File: src/rtl/fdivsqrt_iter_regs.sv
// Iteration sequencer and state registers around the radix-4 divide/sqrt
// recurrence stage. Loads the initial residual/root/thermometer values,
// feeds the stage each cycle with j1/jlast and divisor multiples, captures
// the stage outputs and hands the result to postprocessing via valid/ready.
// Optional macro FDIVSQRT_ZERO_EXIT_EN: finish early once the residual
// becomes exactly zero and flag it on EarlyExit.
module fdivsqrt_iter_regs #(
  parameter int unsigned DIVB  = 64,
  parameter int unsigned ITERW = 6
) (
  input  logic             clk,
  input  logic             reset,
  input  logic             Start,
  input  logic             Kill,
  input  logic             SqrtIn,
  input  logic [ITERW-1:0] NumIter,
  input  logic [DIVB+3:0]  WSInit,
  input  logic [DIVB+3:0]  DIn,
  input  logic [DIVB:0]    UInit,
  input  logic [DIVB:0]    UMInit,
  input  logic [DIVB+1:0]  CInit,
  input  logic [DIVB+3:0]  WSNext,
  input  logic [DIVB+3:0]  WCNext,
  input  logic [DIVB:0]    UNext,
  input  logic [DIVB:0]    UMNext,
  input  logic [DIVB+1:0]  CNext,
  output logic [DIVB+3:0]  WS,
  output logic [DIVB+3:0]  WC,
  output logic [DIVB:0]    U,
  output logic [DIVB:0]    UM,
  output logic [DIVB+1:0]  C,
  output logic [DIVB+3:0]  D,
  output logic [DIVB+3:0]  DBar,
  output logic [DIVB+3:0]  D2,
  output logic [DIVB+3:0]  DBar2,
  output logic             SqrtE,
  output logic             j1,
  output logic             jlast,
  output logic             Busy,
  output logic             ResultValid,
  input  logic             ResultReady,
  output logic             EarlyExit
);

  typedef enum logic [1:0] {StIdle, StIter, StDone} state_t;

  state_t           state_q;
  logic [DIVB+3:0]  ws_q, wc_q, d_q;
  logic [DIVB:0]    u_q, um_q;
  logic [DIVB+1:0]  c_q;
  logic [ITERW-1:0] cnt_q, last_idx_q;
  logic [ITERW-1:0] last_idx_d;
  logic             sqrt_q;

  // NumIter of 0 runs a single iteration like NumIter of 1
  assign last_idx_d = (NumIter == '0) ? '0 : NumIter - ITERW'(1);

`ifdef FDIVSQRT_ZERO_EXIT_EN
  logic early_q;
  logic zero_next;

  assign zero_next = (WSNext == '0) && (WCNext == '0);
  assign EarlyExit = early_q;
`else
  assign EarlyExit = 1'b0;
`endif

  // Sequencer FSM plus all datapath state; Kill has top priority
  always_ff @(posedge clk or negedge reset) begin
    if (!reset) begin
      state_q    <= StIdle;
      ws_q       <= '0;
      wc_q       <= '0;
      u_q        <= '0;
      um_q       <= '0;
      c_q        <= '0;
      d_q        <= '0;
      cnt_q      <= '0;
      last_idx_q <= '0;
      sqrt_q     <= 1'b0;
`ifdef FDIVSQRT_ZERO_EXIT_EN
      early_q    <= 1'b0;
`endif
    end else if (Kill) begin
      state_q <= StIdle;
    end else begin
      unique case (state_q)
        StIdle: begin
          if (Start) begin
            ws_q       <= WSInit;
            wc_q       <= '0;
            u_q        <= UInit;
            um_q       <= UMInit;
            c_q        <= CInit;
            d_q        <= DIn;
            sqrt_q     <= SqrtIn;
            cnt_q      <= '0;
            last_idx_q <= last_idx_d;
`ifdef FDIVSQRT_ZERO_EXIT_EN
            early_q    <= 1'b0;
`endif
            state_q    <= StIter;
          end
        end
        StIter: begin
          ws_q <= WSNext;
          wc_q <= WCNext;
          u_q  <= UNext;
          um_q <= UMNext;
          c_q  <= CNext;
          if (jlast) begin
            state_q <= StDone;
          end else begin
            cnt_q <= cnt_q + ITERW'(1);
`ifdef FDIVSQRT_ZERO_EXIT_EN
            // Remaining digits would all be zero, so the root is already final
            if (zero_next) begin
              state_q <= StDone;
              early_q <= 1'b1;
            end
`endif
          end
        end
        StDone: begin
          if (ResultReady) state_q <= StIdle;
        end
        default: state_q <= StIdle;
      endcase
    end
  end

  // Iteration flags and status decoded from registered state
  always_comb begin
    Busy        = (state_q == StIter);
    ResultValid = (state_q == StDone);
    j1          = Busy && (cnt_q == '0);
    jlast       = Busy && (cnt_q == last_idx_q);
  end

  // Divisor multiples; the MSB shifted out of D2 is dropped
  always_comb begin
    D     = d_q;
    DBar  = ~d_q;
    D2    = {d_q[DIVB+2:0], 1'b0};
    DBar2 = ~{d_q[DIVB+2:0], 1'b0};
  end

  assign WS    = ws_q;
  assign WC    = wc_q;
  assign U     = u_q;
  assign UM    = um_q;
  assign C     = c_q;
  assign SqrtE = sqrt_q;

endmodule

File: config.mk
export PLATFORM = sky130hd
export DESIGN_NAME = fdivsqrt_iter_regs
export DESIGN_NICKNAME = d
export VERILOG_FILES = /design/src/rtl/fdivsqrt_iter_regs.sv
export SDC_FILE = /design/constraint.sdc
export NUM_CORES = 1
export LEC_CHECK = 0
export BUFFER_PORTS_ARGS = -buffer_cell sky130_fd_sc_hd__buf_2
export CAP_MARGIN = 10
export CORE_AREA = 2 2 507 509
export CTS_CLUSTER_SIZE = 20
export DETAILED_ROUTE_END_ITERATION = 10
export DIE_AREA = 0 0 509 511
export SETUP_SLACK_MARGIN = 0.1
export SLEW_MARGIN = 20
export SYNTH_ARGS = -nofsm -noshare
export SYNTH_HDL_FRONTEND = slang
export SYNTH_SLANG_ARGS = --single-unit
File: constraint.sdc
create_clock -name clk -period 3.6 [get_ports clk]
set_input_delay 0.9 -clock clk [delete_from_list [all_inputs] [get_ports clk]]
set_output_delay 0.9 -clock clk [all_outputs]
set_load 0.005 [all_outputs]
After elaboration in Yosys (flattened, before gate mapping)
Index checks and enable logic that the tools add are counted.
Widths: inputs -> output; s select.
{ "word_totals": {"reg_bits": 415, "out_inout_bits": 610} }
{ "op_classes": {"add_sub_neg": 2, "eq_ne": 8, "mux": 19, "bitwise_logic": 3, "reduce_logical": 10} }
{ "op_table": {"columns": ["operator", "count"], "rows": [
  ["$pmux 68 s2", 2],
  ["$pmux 65 s2", 2],
  ["$mux 68", 2],
  ["$not 68->68", 2],
  ["$pmux 66 s2", 1],
  ["$mux 65", 2],
  ["$mux 66", 1],
  ["$mux 6", 3],
  ["$logic_not 6->1", 2],
  ["$pmux 6 s2", 1],
  ["$reduce_and 3->1", 3],
  ["$mux 2", 4],
  ["$add 6x1->6 const B", 1],
  ["$eq 6x6->1", 1],
  ["$ne 3x3->1 const B", 2],
  ["$pmux 2 s3", 1],
  ["$sub 6x1->6 const B", 1],
  ["$ne 2x2->1 const B", 2],
  ["$reduce_and 4->1", 1],
  ["$ne 3x2->1 const B", 1],
  ["$eq 2x1->1 const B", 1],
  ["$eq 2x2->1 const B", 1],
  ["$logic_and 1x1->1", 2],
  ["$logic_not 2->1", 1],
  ["2 further kinds", 2]
]} }

Logic depth before layout (Yosys ltp)
Gate-level depths: netlist of run 1.
{ "depth": {"ltp_word": 5, "depth_mapped": 8, "ltp_nobuf": 5} }

Worst setup path after synthesis of run 1
Ideal clock, no wire load.
{ "synth_path": {"path_kind": "register to output", "from": "register cnt_q[2]", "to": "output jlast", "arrival_time_ns": 1.029, "required_time_ns": 2.700, "setup_slack_ns": 1.671, "stages_incl_launch_ff": 5, "path_buffers": 1, "cell_sequence": "dfrtp_1 > buf_2 > xnor2_1 > nand2_1 > nor3_1"} }
{ "synth_between": {"elab_chain_len": 2} }
{ "synth_rtl": {"columns": ["item", "line", "rtl"], "rows": [
  ["start: declaration", "51", "logic [ITERW-1:0] cnt_q, last_idx_q;"],
  ["start signal: assignment", "114", "cnt_q <= cnt_q + ITERW'(1);"],
  ["$eq 6x6->1", "137", "jlast = Busy && (cnt_q == last_idx_q);"],
  ["$logic_and 1x1->1", "137", null],
  ["end: declaration", "38", "output logic jlast,"]
]} }
Every way passes these cells.

Worst setup path in the final report of run 1
{ "layout_path": {"from": "register state_q[0]", "to": "output Busy"} }
{ "layout_between": {"elab_chain_len": 1} }
{ "layout_rtl": {"columns": ["item", "line", "rtl"], "rows": [
  ["start: declaration", "47", "state_t state_q;"],
  ["start signal: assignment", "71", "state_q <= StIdle;"],
  ["start signal: assignment", "85", "state_q <= StIdle;"],
  ["start signal: assignment", "102", "state_q <= StIter;"],
  ["$eq 2x1->1", "134", "Busy = (state_q == StIter);"],
  ["end: declaration", "39", "output logic Busy,"]
]} }
Every way passes these cells.

==> results of run 1 <==
critical path, stage by stage, from the launching register on:
cell and delay (ps):
sky130_fd_sc_hd__dfrtp_1 590, sky130_fd_sc_hd__nand2b_4 190, sky130_fd_sc_hd__inv_16 220, sky130_fd_sc_hd__buf_2 260
cell usage in the layout (no fill, tap or decap), drive strengths merged, types with 4 or more instances in the layout:
cell type / count
buf: 1339
dfrtp: 415
nand2: 350
o21ai: 343
mux2i: 268
clkbuf: 76
inv: 75
a22o: 68
diode: 29
nor2: 9
xnor2: 8
clkinv: 8
nor3: 6
ha: 4
bufinv: 4
state kept, by name, indices dropped and copies added, names as in the netlist:
| register | flops |
|---|---|
| UM | 65 |
| D | 68 |
| state_q | 2 |
| U | 65 |
| SqrtE | 1 |
| cnt_q | 6 |
| C | 66 |
| WC | 68 |
| WS | 68 |
| last_idx_q | 6 |
cells in the mapped netlist:
cell and instances:
sky130_fd_sc_hd__nor2b_1 1, sky130_fd_sc_hd__nand3b_1 1, sky130_fd_sc_hd__nand2_1 350, sky130_fd_sc_hd__a22o_1 68, sky130_fd_sc_hd__nor4_1 1, sky130_fd_sc_hd__nand2b_4 1
sky130_fd_sc_hd__buf_4 140, sky130_fd_sc_hd__buf_1 6, sky130_fd_sc_hd__xor2_1 2, sky130_fd_sc_hd__o211ai_1 1, sky130_fd_sc_hd__clkbuf_1 19, sky130_fd_sc_hd__a31o_2 1
sky130_fd_sc_hd__nor2_4 1, sky130_fd_sc_hd__nor3_1 6, sky130_fd_sc_hd__dfrtp_1 415, sky130_fd_sc_hd__clkbuf_2 10, sky130_fd_sc_hd__buf_6 13, sky130_fd_sc_hd__nor4b_4 1
sky130_fd_sc_hd__o21ba_2 1, sky130_fd_sc_hd__ha_1 4, sky130_fd_sc_hd__nor2_1 7, sky130_fd_sc_hd__nor2_2 1, sky130_fd_sc_hd__xnor2_1 8, sky130_fd_sc_hd__and3_1 1
sky130_fd_sc_hd__o21ai_2 2, sky130_fd_sc_hd__or2_2 1, sky130_fd_sc_hd__and2b_1 1, sky130_fd_sc_hd__buf_2 41, sky130_fd_sc_hd__buf_12 23, sky130_fd_sc_hd__o2111a_1 1
sky130_fd_sc_hd__buf_8 4, sky130_fd_sc_hd__o21ai_1 250, sky130_fd_sc_hd__inv_6 1, sky130_fd_sc_hd__mux2_2 1, sky130_fd_sc_hd__mux2i_1 268, sky130_fd_sc_hd__nand4_1 3
sky130_fd_sc_hd__o21ai_0 91, sky130_fd_sc_hd__conb_1 2, sky130_fd_sc_hd__inv_1 72
path summary, 6_finish.rpt:
kind / from / end / cells after the start
max reg2reg: state_q[0]$_DFFE_PN0P_ / UM[0]$_DFFE_PN0P_ / 5
min in group clk: DIn[24] / D[24]$_DFFE_PN0P_ / 3
min reg2reg: U[59]$_DFFE_PN0P_ / U[59]$_DFFE_PN0P_ / 2
max in group asynchronous: reset / D[28]$_DFFE_PN0P_ / 2
max: state_q[0]$_DFFE_PN0P_ / Busy / 3
min: reset / WS[6]$_DFFE_PN0P_ / 1
metrics by stage:
stage / hold WS (ps) / cells
6_report: 209 / 6408
4_1_cts: 160 / 6379
2_1_floorplan: 470 / 1821
5_1_grt: 190 / 6385
3_3_place_gp: 458 / 6288
3_5_place_dp: 469 / 6288
report_power, final:
| group | internal, µW | switching (µW) | leakage (µW) |
|---|---|---|---|
| sequential | 5920 | 867 | 0.00518 |
| clock | 3130 | 2230 | 0.000833 |
| combinational | 2660 | 3930 | 0.00854 |
| total | 11700 | 7030 | 0.0146 |
layer usage:
metal,GRT usage,routed length (µm),vias to the layer above,part of all wire
met1,0.0951,44400,8350,0.34
met2,0.170,64600,1242,0.50
met4,0.0397,6200,44,0.048
li1,-,-,8310,-
met3,0.0394,14500,320,0.11
met5,0,323,-,0.0025
final cells by class:
class | count | area share
Sequential cell | 415 | 0.342
Clock buffer | 76 | 0.0490
Tap cell | 3384 | 0.139
Antenna cell | 29 | 0.00239
Timing Repair Buffer | 1339 | 0.231
Clock inverter | 15 | 0.00646
Inverter | 73 | 0.00955
Multi-Input combinational cell | 1077 | 0.220
cells by family after synthesis:
| kind of cell | synth area share |
|---|---|
| AO/OA/AOI/OAI | 0.121 |
| buffers and inverters | 0.121 |
| adder cells (fa/ha/maj) | 0.00258 |
| AND/OR/NAND/NOR | 0.0764 |
| multiplexers | 0.139 |
| other | 0.000387 |
| XOR/XNOR | 0.00451 |
| flip-flops | 0.535 |
==> out/metrics.csv, run 1 <==
stage;metric;value;unit
sta;Worst Setup Slack, final;357;ps
sta;peak clock frequency supported by timing;0.308;GHz
flow_run;number of max-cap violations;0;
sta;final worst-path cycle share;0.901;
clocking;Clock Sinks;415;
logic_synthesis;synthesized area divided by synthesized cell count;10.7;µm²
finish;utilization of the core after routing;0.119;
die;height of the die;511;µm
detailed_routing;vias after detailed routing;18300;
sta;Total Neg Setup Slack;0;ps
clocking;setup bufs post-CTS;0;
clocking;total number of H-tree levels;2;
sta;worst-case clock skew;17.4;ps
die;total core area;255000;µm²
detailed_routing;DR WL/cell;20.3;µm
logic_synthesis;Cells after Synth;1820;
clocking;Skew-Pair Late Insertion Delay;660;ps
sta;max-slew violation total from the final report;0;
critical_path;maximum fanout along the worst path;68;
power;leakage dissipation;0.0146;µW
grt;first-pass GRT wire length;163000;µm
sta;relative slew slack;0.378;
finish;synthesis-to-layout area growth;56.6;%
placement;Post-DP Area;28600;µm²
sta;final hold violations;0;
critical_path;capturing element type of the critical path;output port;
die;width of the die;509;µm
grt;antenna violations before repair;109;
critical_path;critical path required time;2700;ps
critical_path;Crit Path Class;flip-flop to output port;
logic_synthesis;number of distinct library cell variants in the gate-level netlist after synthesis;39;
logic_synthesis;largest cells by area after synthesis;sky130_fd_sc_hd__dfrtp_1 54%, sky130_fd_sc_hd__mux2i_1 14%, sky130_fd_sc_hd__nand2_1 6.8%, sky130_fd_sc_hd__o21ai_1 6.4%, sky130_fd_sc_hd__buf_4 5.4%;
power;peak ir drop on the vdd network;0.000359;V
detailed_routing;number of detailed-routing iterations run before antenna repair;6;
logic_synthesis;flop and latch count out of synthesis;415;
finish;cell area after layout;30400;µm²
finish;net total in the final layout;3637;
sta;Finish-stage setup viols;0;
finish;count of filler cells inserted in the layout;29400;
grt;remaining global-route overflow;0;
detailed_routing;post-DR vias/cell;2.85;
clocking;CTS Buffer Depth;3;
clocking;post-CTS resize count;0;
critical_path;worst path arrival time;2340;ps
finish;area of the multi-input gates;6690;µm²
logic_synthesis;area share of the leading cell type in the synthesized netlist;0.535;
grt;Total Routing Usage GR;0.0945;
sta;unrepaired setup endpoints after global routing;no;
clocking;clock slew at the register clock pins of the worst setup and hold paths;60;ps
logic_synthesis;total number of yosys warnings;0;
logic_synthesis;cell accounting for the most synthesized area;sky130_fd_sc_hd__dfrtp_1;
clocking;number of buffers added to fix hold violations after cts;0;
grt;largest net degree at the start of global routing;131;
die;top-level I/O count;1286;
die;area of the die;260000;µm²
finish;flip-flop and latch area;10400;µm²
placement;Port Buffer Count;1282;
power;Tot Pwr;18700;µW
die;Initial Util;0.0760;
grt;via count of the first global-routing pass;17100;
placement;half-perimeter wire length after placement;112000;µm
finish;share of final-layout standard cells stronger than drive strength 1;0.477;
power;power density over the cells;617;nW/µm²
sta;shortest clock period the worst path allows after layout;3240;ps
outcome;outcome;finished, final reports clean;
clocking;CTS buffer count;51;
detailed_routing;DRC violation count after routing;0;
detailed_routing;number of design-rule violations left by the first detailed-router iteration;1152;
logic_synthesis;Seq/Total Area, Yosys;0.535;
placement;pre-CTS setup slack;1080;ps
logic_synthesis;Synth Cell Area;19400;µm²
detailed_routing;sum of routed wire length over all layers;130000;µm
die;floorplan row count;186;
placement;final weighted congestion in routability-driven placement;0.976;
sta;transition time of the tightest slew-check pin;934;ps
critical_path;element type at the critical path start;flip-flop;
clocking;cell at the root of the clock tree;sky130_fd_sc_hd__clkbuf_16;
detailed_routing;count of nets left with antenna violations after detail routing;0;
hold_path;Worst Hold Class;primary input to async pin;
critical_path;internal reg-to-reg setup slack;1220;ps
clocking;clock tree from TritonCTS;yes;
Power figures use the tool's default switching activity.
==> inputs of run 2 (changes only) <==
Settings changed: REMOVE_ABC_BUFFERS set to 1.
==> out/metrics.csv, run 2 (same netlist as run 1, synthesis figures left out) <==
stage;metric;value;unit
outcome;outcome;finished, final reports clean;
sta;worst-case clock skew;33.8;ps
die;height of the die;511;µm
power;fraction of power consumed by combinational cells;0.377;
detailed_routing;DR WL/cell;25.4;µm
clocking;CTS buffer count;53;
critical_path;element type at the critical path start;flip-flop;
power;switching portion of total power;0.409;
detailed_routing;post-DR vias/cell;2.91;
sta;Finish-stage setup viols;0;
sta;final hold violations;0;
clocking;number of buffers added to fix hold violations after cts;0;
placement;half-perimeter wire length after placement;145000;µm
clocking;total number of H-tree levels;2;
critical_path;Crit Path Class;flip-flop to output port;
detailed_routing;vias after detailed routing;18700;
sta;relative slew slack;0.414;
grt;first-pass GRT wire length;199000;µm
critical_path;critical path required time;2700;ps
critical_path;capturing element type of the critical path;output port;
detailed_routing;sum of routed wire length over all layers;164000;µm
sta;transition time of the tightest slew-check pin;879;ps
detailed_routing;DRC violation count after routing;0;
finish;synthesis-to-layout area growth;57.9;%
grt;Total Routing Usage GR;0.120;
finish;cell area after layout;30700;µm²
hold_path;Worst Hold Class;primary input to async pin;
clocking;Clock Sinks;415;
clocking;setup bufs post-CTS;0;
sta;unrepaired setup endpoints after global routing;no;
grt;met1 Track Usage GR;0.149;
power;Clock power frac;0.285;
sta;final worst-path cycle share;0.835;
clocking;CTS Buffer Depth;3;
power;total net switching power;8300;µW
die;total core area;255000;µm²
placement;Post-DP Area;28700;µm²
critical_path;worst flop-to-flop path startpoint;state_q[0]$_DFFE_PN0P_;
sta;shortest clock period the worst path allows after layout;3010;ps
placement;Port Buffer Count;1282;
flow_run;number of max-cap violations;0;
critical_path;start point of the critical path;cnt_q[0]$_DFFE_PN0P_;
power;leakage dissipation;0.0147;µW
grt;met2 layer usage reported by global route;0.171;
critical_path;endpoint of the most critical register-to-register path;UM[4]$_DFFE_PN0P_;
sta;peak clock frequency supported by timing;0.333;GHz
power;peak ir drop on the vdd network;0.000391;V
sta;worst-case hold slack;168;ps
clocking;cell at the root of the clock tree;sky130_fd_sc_hd__clkbuf_16;
placement;final weighted congestion in routability-driven placement;1.05;
power;register share of total power;0.338;
die;Initial Util;0.0760;
critical_path;Worst Setup EP;jlast;
die;width of the die;509;µm
critical_path;maximum fanout along the worst path;7;
die;area of the die;260000;µm²
power;internal power;12000;µW
grt;largest net degree at the start of global routing;141;
die;top-level I/O count;1286;
detailed_routing;number of detailed-routing iterations run before antenna repair;5;
clocking;post-CTS resize count;0;
detailed_routing;count of nets left with antenna violations after detail routing;0;
critical_path;worst path arrival time;2110;ps
finish;most common cell after layout, fill and taps aside;sky130_fd_sc_hd__buf_2;
power;power density over the cells;661;nW/µm²
finish;share of final-layout standard cells stronger than drive strength 1;0.480;
clocking;clock tree from TritonCTS;yes;
finish;net total in the final layout;3644;
grt;GR peak layer;met2;
grt;via count of the first global-routing pass;17800;
die;floorplan row count;186;
detailed_routing;number of design-rule violations left by the first detailed-router iteration;921;
finish;commonest cells after routing, fill and taps aside;1281 x sky130_fd_sc_hd__buf_2, 415 x sky130_fd_sc_hd__dfrtp_1, 350 x sky130_fd_sc_hd__nand2_1;
grt;Global Route met3 Usage;0.0638;
critical_path;Reg2Reg Depth;5;
finish;count of filler cells inserted in the layout;29500;
critical_path;internal reg-to-reg setup slack;1140;ps
sta;max-slew violation total from the final report;0;
clocking;Skew-Pair Late Insertion Delay;680;ps
grt;antenna violations before repair;171;
grt;remaining global-route overflow;0;
clocking;clock slew at the register clock pins of the worst setup and hold paths;60;ps
## run 2: cell count changes in the layout (fill, tap and decap cells not counted), sizes merged
cell      before   now
clkinv         8    12
buf         1339  1344
diode         29    53
bufinv         4     5
clkbuf        76    75
clkinvlp       1     0
inv           75    78
## run 2: power groups by stage
stage / combinational (µW) / sequential, µW / clock [µW]
after floorplan: 2500 / 6870 / 0
after global placement: 7810 / 6890 / 0
after detailed placement: 7860 / 6910 / 0
after CTS: 7850 / 6860 / 6040
after global routing: 8270 / 7010 / 6170
final: 7630 / 6850 / 5780
## run 2: metal layers
layer,up-vias,wire length (µm)
li1,8366,-
met1,8675,69000
met2,1269,64900
met3,360,21600
met4,66,7540
met5,-,446
## run 2: area by class of cell
cell class	count	area [µm²]	area share
diodes	53	133	0.00433
flip-flops and latches	415	10400	0.339
multi-input cells	1077	6690	0.218
clock inverters	22	278	0.00906
repair buffers	1344	7080	0.231
well taps	3384	4230	0.138
inverters	73	300	0.00980
clock buffers	75	1550	0.0506
## run 2: worst min-delay path by stage
stage,startpoint,to,slack [ps],cells after the start
6_report,reset,WS[16]$_DFFE_PN0P_,170,1
5_1_grt,reset,WC[21]$_DFFE_PN0P_,140,1
4_1_cts,reset,WS[65]$_DFFE_PN0P_,100,1
2_1_floorplan,SqrtE$_DFFE_PN0P_,SqrtE$_DFFE_PN0P_,470,2
3_5_place_dp,UM[62]$_DFFE_PN0P_,UM[62]$_DFFE_PN0P_,470,2
3_3_place_gp,UM[54]$_DFFE_PN0P_,UM[54]$_DFFE_PN0P_,460,2
## run 2: per-stage QoR
stage	TNS [ps]	cells	util	power (µW)	setup slack [ps]
finish	0	6443	0.120	20300	594
global route	0	6420	0.120	21500	342
CTS	0	6390	0.120	20800	485
detailed placement	0	6293	0.112	14800	1110
global placement	0	6293	0.112	14700	1130
floorplan	-3063780	1565	-	9370	-9590
## run 2: critical path, cell delays in order, from the launching register on
cell and delay, ps:
sky130_fd_sc_hd__dfrtp_1 440, sky130_fd_sc_hd__xnor2_1 180, sky130_fd_sc_hd__nand4_1 250, sky130_fd_sc_hd__nor3_1 300, sky130_fd_sc_hd__buf_2 250
